===== src/rtl/segment_capture.sv =====
// Passive decoder for the multiplexed 7-segment bus.
// Optional blink detection: define SEGMENT_CAPTURE_BLINK_DETECT_EN.
module segment_capture #(
  parameter int unsigned SETTLE_CYCLES = 4
) (
  input  logic       clk,
  input  logic       rst_n,
  input  logic [3:0] an,
  input  logic [7:0] segment,
  output logic [3:0] s0,
  output logic [3:0] s1,
  output logic [3:0] m0,
  output logic [3:0] m1,
  output logic [3:0] digit_valid,
  output logic [3:0] blank_mask,
  output logic [3:0] dp,
  output logic       frame_done,
  output logic       err,
  output logic       blinking
);

  localparam logic [7:0] SETTLE = 8'(SETTLE_CYCLES);

  logic [11:0] prev;
  logic [11:0] sample;
  logic [7:0]  cnt;
  logic [7:0]  cnt_nxt;
  logic        captured;
  logic        flag_cur;
  logic        strobe;
  logic        cap;
  logic [3:0]  pos;
  logic [3:0]  seen;
  logic [3:0]  seen_nxt;
  logic [3:0]  dec_val;
  logic        dec_ok;
  logic        is_blank;
  logic [3:0]  dig [4];

  assign sample = {an, segment};

  // A changed sample restarts the window; a held one saturates.
  always_comb begin
    cnt_nxt  = 8'd1;
    flag_cur = 1'b0;
    if (sample == prev) begin
      cnt_nxt  = (cnt >= SETTLE) ? SETTLE : cnt + 8'd1;
      flag_cur = captured;
    end
  end

  assign strobe   = (cnt_nxt == SETTLE) && !flag_cur;
  assign cap      = strobe && (pos != 4'b0000);
  assign seen_nxt = seen | pos;
  assign is_blank = (segment[6:0] == 7'h7F);

  always_comb begin
    pos = 4'b0000;
    unique case (an)
      4'b1110: pos = 4'b0001;
      4'b1101: pos = 4'b0010;
      4'b1011: pos = 4'b0100;
      4'b0111: pos = 4'b1000;
      default: pos = 4'b0000;
    endcase
  end

  always_comb begin
    dec_ok  = 1'b1;
    dec_val = 4'd0;
    unique case (segment[6:0])
      7'h40:   dec_val = 4'd0;
      7'h79:   dec_val = 4'd1;
      7'h24:   dec_val = 4'd2;
      7'h30:   dec_val = 4'd3;
      7'h19:   dec_val = 4'd4;
      7'h12:   dec_val = 4'd5;
      7'h02:   dec_val = 4'd6;
      7'h78:   dec_val = 4'd7;
      7'h00:   dec_val = 4'd8;
      7'h10:   dec_val = 4'd9;
      default: dec_ok  = 1'b0;
    endcase
  end

  always_ff @(posedge clk or negedge rst_n) begin
    if (!rst_n) begin
      prev        <= 12'hFFF;
      cnt         <= '0;
      captured    <= 1'b0;
      seen        <= '0;
      digit_valid <= '0;
      blank_mask  <= '0;
      dp          <= '0;
      frame_done  <= 1'b0;
      err         <= 1'b0;
      for (int i = 0; i < 4; i++) dig[i] <= '0;
    end else begin
      prev       <= sample;
      cnt        <= cnt_nxt;
      captured   <= flag_cur | strobe;
      frame_done <= 1'b0;
      err        <= 1'b0;
      if (cap) begin
        for (int i = 0; i < 4; i++) begin
          if (pos[i]) begin
            dp[i] <= ~segment[7];
            if (dec_ok) begin
              dig[i]         <= dec_val;
              digit_valid[i] <= 1'b1;
              blank_mask[i]  <= 1'b0;
            end else begin
              digit_valid[i] <= 1'b0;
              blank_mask[i]  <= is_blank;
            end
          end
        end
        err <= !dec_ok && !is_blank;
        if (seen_nxt == 4'b1111) begin
          frame_done <= 1'b1;
          seen       <= '0;
        end else begin
          seen <= seen_nxt;
        end
      end
    end
  end

  assign s0 = dig[0];
  assign s1 = dig[1];
  assign m0 = dig[2];
  assign m1 = dig[3];

`ifdef SEGMENT_CAPTURE_BLINK_DETECT_EN
  typedef enum logic [1:0] {
    CLS_MIXED,
    CLS_BLANK,
    CLS_VALID
  } cls_t;

  cls_t cur_cls;
  cls_t last_cls;

  always_comb begin
    cur_cls = CLS_MIXED;
    if (&blank_mask)       cur_cls = CLS_BLANK;
    else if (&digit_valid) cur_cls = CLS_VALID;
  end

  // Classify the frame one cycle after frame_done, once masks settle.
  always_ff @(posedge clk or negedge rst_n) begin
    if (!rst_n) begin
      last_cls <= CLS_MIXED;
      blinking <= 1'b0;
    end else if (frame_done) begin
      last_cls <= cur_cls;
      unique case (cur_cls)
        CLS_MIXED: blinking <= 1'b0;
        CLS_VALID: begin
          if (last_cls == CLS_VALID)      blinking <= 1'b0;
          else if (last_cls == CLS_BLANK) blinking <= 1'b1;
        end
        CLS_BLANK: begin
          if (last_cls == CLS_VALID) blinking <= 1'b1;
        end
        default: blinking <= blinking;
      endcase
    end
  end
`else
  assign blinking = 1'b0;
`endif

endmodule


===== config.mk =====
export PLATFORM = sky130hd
export DESIGN_NAME = segment_capture
export DESIGN_NICKNAME = d
export VERILOG_FILES = /design/src/rtl/segment_capture.sv
export SDC_FILE = /design/constraint.sdc
export NUM_CORES = 1
export LEC_CHECK = 0
export ABC_AREA = 1
export ABC_CLOCK_PERIOD_IN_PS = 4200
export CORE_MARGIN = 2
export CORE_UTILIZATION = 40
export CTS_BUF_LIST = sky130_fd_sc_hd__clkbuf_4 sky130_fd_sc_hd__clkbuf_8
export DETAILED_ROUTE_END_ITERATION = 8
export GPL_TIMING_DRIVEN = 0
export PLACE_DENSITY = 0.59
export SETUP_SLACK_MARGIN = 0.15
export SYNTH_ARGS = -nofsm -noshare
export SYNTH_HDL_FRONTEND = slang
export SYNTH_SLANG_ARGS = --single-unit

===== constraint.sdc =====
create_clock -name clk -period 4.2 [get_ports clk]
set_input_delay 1.26 -clock clk [delete_from_list [all_inputs] [get_ports clk]]
set_output_delay 1.26 -clock clk [all_outputs]
set_load 0.01 [all_outputs]

======== Word level (Yosys, flattened, before mapping) ========
Cells that the tools add are included.
storage, ports and cells
  word-level logic and storage cells ...... 73
  output and inout bits ................... 31
  bits in registers ....................... 55
  input bits .............................. 14
cells by class
  reductions and logical operators ........ 17
  muxes and demuxes ....................... 12
  add/subtract/negate cells ............... 1
  eq/ne operators ......................... 17
  magnitude comparators ................... 1
  bitwise gates (word level) .............. 3
operators with widths
  operator                                              number
  case mux 4 bit (9 select lines)                       1
  == test 7 bit (second input constant)                 4
  == test 7 x 5 -> 1 bit (second input constant)        3
  == test 4 bit (second input constant)                 4
  2-to-1 mux 8 bit                                      2
  case mux 4 bit (4 select lines)                       1
  == test 7 x 6 -> 1 bit (second input constant)        2
  == test 12 bit                                        1
  AND reduction 3 bit                                   4
  OR reduction 10 bit                                   1
  adder 8 x 1 -> 8 bit (second input constant)          1
  == test 8 x 3 -> 1 bit (second input constant)        1
  >= comparator 8 x 3 -> 1 bit (second input constant)  1
  AND reduction 2 bit                                   4
  == test 7 x 2 -> 1 bit (second input constant)        1
  logical NOT 7 bit                                     1
  2-to-1 mux 1 bit                                      7
  == test 4 x 3 -> 1 bit (second input constant)        1
  2-to-1 mux 4 bit                                      1
  bitwise OR 4 bit                                      1
  nonzero test 4 bit                                    1
  logical AND 1 bit                                     3
  logical NOT 1 bit                                     3
  NOT 1 bit                                             1
  bitwise OR 1 bit                                      1

======== Depth between registers and ports, before layout ========
  depth after elaboration ................. 7
  mapped depth ............................ 13
  depth with buffers taken out ............ 13

======== Worst setup path after synthesis ========
OpenSTA, ideal clock, no wires.
  kind .................................... input to register
  start ................................... input segment[3]
  end ..................................... register dig (netlist bit s1[0])
  cell stages on the path ................. 11
  data arrival time ....................... 2,383 ps
  setup time .............................. 117 ps
  data required time ...................... 4,083 ps
  buffers on the path ..................... 1
  path slack .............................. 1,699 ps
  cell sequence ........................... nor2_1 -> inv_1 -> nor2_1 -> nand4_1 -> nand2_1 -> nor2_1 -> nand3_1 -> buf_2 -> nand3_1 -> nand2_1 -> nand2_1
on the way
  word-level cells in the longest chain between the ends .. 6
  elaborated cells on any way between the ends .. 21
  classes of those cells .................. 11 x eq/ne; 4 x mux; 6 x reduce/logical
RTL lines
  item                                                         line  RTL
  start: declaration                                           9     input logic [7:0] segment,
  == test 12 bit                                               46    if (sample == prev) begin
  2-to-1 mux 8 bit or 2-to-1 mux 1 bit (tied branches)         46
  == test 8 x 3 -> 1 bit or logical NOT 1 bit (tied branches)  52    assign strobe = (cnt_nxt == SETTLE) && !flag_cur;
  logical AND 1 bit                                            52
  logical AND 1 bit                                            53    assign cap = strobe && (pos != 4'b0000);
  AND reduction 3 bit (no source line)                         n/a
  end signal: indexed assignment                               109   dig[i] <= dec_val;
  end: declaration                                             38    logic [3:0] dig [4];
Several ways; a longest one is shown, not always the timed one.
A chain may end at the register's enable or synchronous reset.

======== Final worst setup path ========
  start ................................... input an[2]
  end ..................................... register dig (netlist bit s0[3])
on the way
  word-level cells in the longest chain between the ends .. 6
  elaborated cells on any way between the ends .. 14
  classes of those cells .................. 6 x eq/ne; 3 x mux; 5 x reduce/logical
RTL lines
  item                                                         line  RTL
  start: declaration                                           8     input logic [3:0] an,
  == test 12 bit                                               46
  2-to-1 mux 8 bit or 2-to-1 mux 1 bit (tied branches)         46
  == test 8 x 3 -> 1 bit or logical NOT 1 bit (tied branches)  52
  logical AND 1 bit                                            52
  logical AND 1 bit                                            53
  AND reduction 3 bit (no source line) (*)                     n/a
Every way passes the cells marked *; elsewhere a longest branch is shown, timed or not.

==> impl_metrics.toml <==
[setup_path]
path_class = "input port to register"
worstPathArrival_ns = 3.24
crit_path_cell_trace = "clkdlybuf4s50_1 -> xnor2_1 -> nand2_1 -> nor2_2 -> nand4_4 -> nor2_8 -> nand3_1 -> nand2_1 -> nand2_1"
path_common_cell = "nand2_1"
start_kind = "input port"
max_stage_delay_ns = 0.62
crit_slowest_cell = "clkdlybuf4s50_1"
required_ns = 4.39
endpoint_kind = "register"
critical_path_peak_fanout = 8

[sta]
fin_skew_ns = 0.01925
rsz0062_at_grt = "false"
fmax_mhz = 328.3
slew_violations = 0
setup_violations = 0
slew_headroom_pct = 57.38
period_needed_ns = 3.046
period_share_pct = 72.53
final-hold-violation-count = 0
fin_tns_setup_ns = 0
tightestPinTransition_ns = 0.6335

[route]
drc_errors = 0
routedWlPerCell_um = 11.79
avgViaCountPerCell = 4.709
dr.first_iter.drc_count = 106
wirelength_um = 5060
ant_nets = 0
dr.pass1.iters = 4
vias = 2020

[placed_design]
place.gp.congestion = 0.7815
io_buffers = 43
dp_hpwl_um = 3909

[outcome]
status = "complete, no violations"

[clock_network]
cts_sinks = 55
ctsResizeCount = 0
hold_buffers = 0
postCtsSetupRepairBufs = 0
cts_tree = "built"
clk_pin_slew_ns = 0.10
numCtsBuffers = 5
h-tree-depth = 2
clk_latency_ns = 0.31
clock_path_buffers = 2
cts-root-buf = "clkbuf_8"

[global_route]
grt_first_pass_wirelength_um = 8680
grt_util_met1_pct = 21.36
grt_pass1_vias = 1817
antenna_found_initial = 0
grt_use_met2_pct = 23.74
grt_max_degree = 29
top_usage_layer = "met2"
use_met3_pct = 4.326
overflow = 0
grt_usage_pct = 15.26

[layout]
antennaDiodeCount = 0
layout.nets = 367
drive_above_1_share_pct = 13.35
layout_commonest_cell = "nand2_1"
mostFrequentLayoutCells = "98 x nand2_1, 43 x dfrtp_1, 42 x clkdlybuf4s50_1, 33 x inv_1, 24 x nor2_1"
synthToLayoutAreaGrowth_pct = 25.64
fin_util_pct = 51.47

[power_and_ir_drop]
vdd_drop_max_v = 0.0001508
power_density_nw_per_um2 = 288.2
p_leak_nw = 1.659

[floorplanning]
die_h_um = 84.18
start_util_pct = 40.96
num_rows = 29
core-area_um2 = 6277
ios = 45
die_w_um = 84.18
dieArea_um2 = 7085

[synth]
ys_seq_area_share_pct = 54.11
yosysWarnings = 0
syn_inst = 295
synth_area_um2 = 2571
ys_types = 31
syn_area_per_cell_um2 = 8.716
ys_ff_latch = 55

[job]
maxCapViolCount = 0

[min_path]
hold_class = "register to register"
[final cells by class]
| cell class | count | area (um^2) |
|---|---|---|
| Buffer | 4 | 43.79 |
| Clock buffer | 6 | 82.58 |
| Clock inverter | 2 | 16.27 |
| Fill cell | 612 | 3047 |
| Inverter | 37 | 138.9 |
| Multi-Input combinational cell | 204 | 1016 |
| Sequential cell | 55 | 1391 |
| Tap cell | 77 | 96.34 |
| Timing Repair Buffer | 44 | 445.4 |
[metrics by stage]
step | worst slack, ns | power (mW) | area [um^2] | hold WS [ns] | instances
3_5_place_dp | 0.8113 | 0.6329 | 3132 | 0.4581 | 421
3_3_place_gp | 0.1399 | 0.6299 | 3117 | 0.4582 | 420
5_1_grt | 0.9280 | 0.9740 | 3231 | 0.5120 | 429
4_1_cts | 1.139 | 0.9434 | 3231 | 0.4842 | 429
6_report | 1.154 | 0.9311 | 3231 | 0.4778 | 429
2_1_floorplan | 1.699 | 0.5929 | 2590 | 0.4419 | 300
[sequential cells by signal (all words and copies together) (netlist names), 4 cells and up]
register,flops
blank_mask,4
cnt,8
digit_valid,4
dp,4
m0,4
m1,4
prev,12
s0,4
s1,4
seen,4
[synthesized netlist by cell type (all sizes together)]
cell / count / area (um^2)
nand2: 104 / 420.4
dfrtp: 43 / 1076
inv: 37 / 138.9
nor2: 27 / 127.6
nand3: 25 / 135.1
nand4: 14 / 102.6
dfstp: 12 / 315.3
o21ai: 10 / 50.05
nor3: 5 / 47.54
buf: 4 / 43.79
xnor2: 4 / 35.03
a21oi: 2 / 10.01
ha: 2 / 25.02
or2: 2 / 12.51
conb: 1 / 3.750
nor3b: 1 / 12.51
nor4: 1 / 6.260
o2111ai: 1 / 8.760
[power by group]
group          switching, mW  internal (mW)
Sequential           0.00324          0.542
Combinational         0.0492         0.0270
Clock                  0.174          0.135
Total                  0.227          0.704
[worst max-delay path, delay by kind of cell]
kind / cells / cell delay [ns]
simple gates: 7 / 1.20
buf+inv: 1 / 0.62
xor+xnor: 1 / 0.16
[worst paths after layout]
| path | startpoint | endpoint | slack [ns] | cells past startpoint |
|---|---|---|---|---|
| hold / removal | digit_valid[3] | digit_valid[3] | 0.48 | 2 |
| max in group asynchronous | rst_n | prev[6] | 2.58 | 2 |
| setup / recovery | an[2] | s0[3] | 1.15 | 9 |
| min in group asynchronous | rst_n | dp[0] | 0.95 | 1 |
| hold reg to reg | digit_valid[3] | digit_valid[3] | 0.48 | 2 |
| setup reg to reg | prev[10] | s0[3] | 2.23 | 8 |
[cell families after synthesis]
| logic type | Yosys count | share of synthesized area (%) |
|---|---|---|
| flops | 55 | 54.11 |
| xor+xnor | 4 | 1.362 |
| other cells | 1 | 0.1458 |
| compound gates | 13 | 2.677 |
| fa+ha+maj | 2 | 0.9731 |
| simple gates | 179 | 33.63 |
| buf+inv | 41 | 7.104 |
[metal layers]
| metal | part of all wire [%] | wire length, um | vias to the layer above |
|---|---|---|---|
| met5 | 0 | 0 | - |
| met4 | 1.0 | 53 | 0 |
| met3 | 4.6 | 232 | 6 |
| met2 | 45 | 2287 | 44 |
| met1 | 49 | 2486 | 927 |
| li1 | - | - | 1043 |
Note: power is estimated with default switching activity, not from simulation.
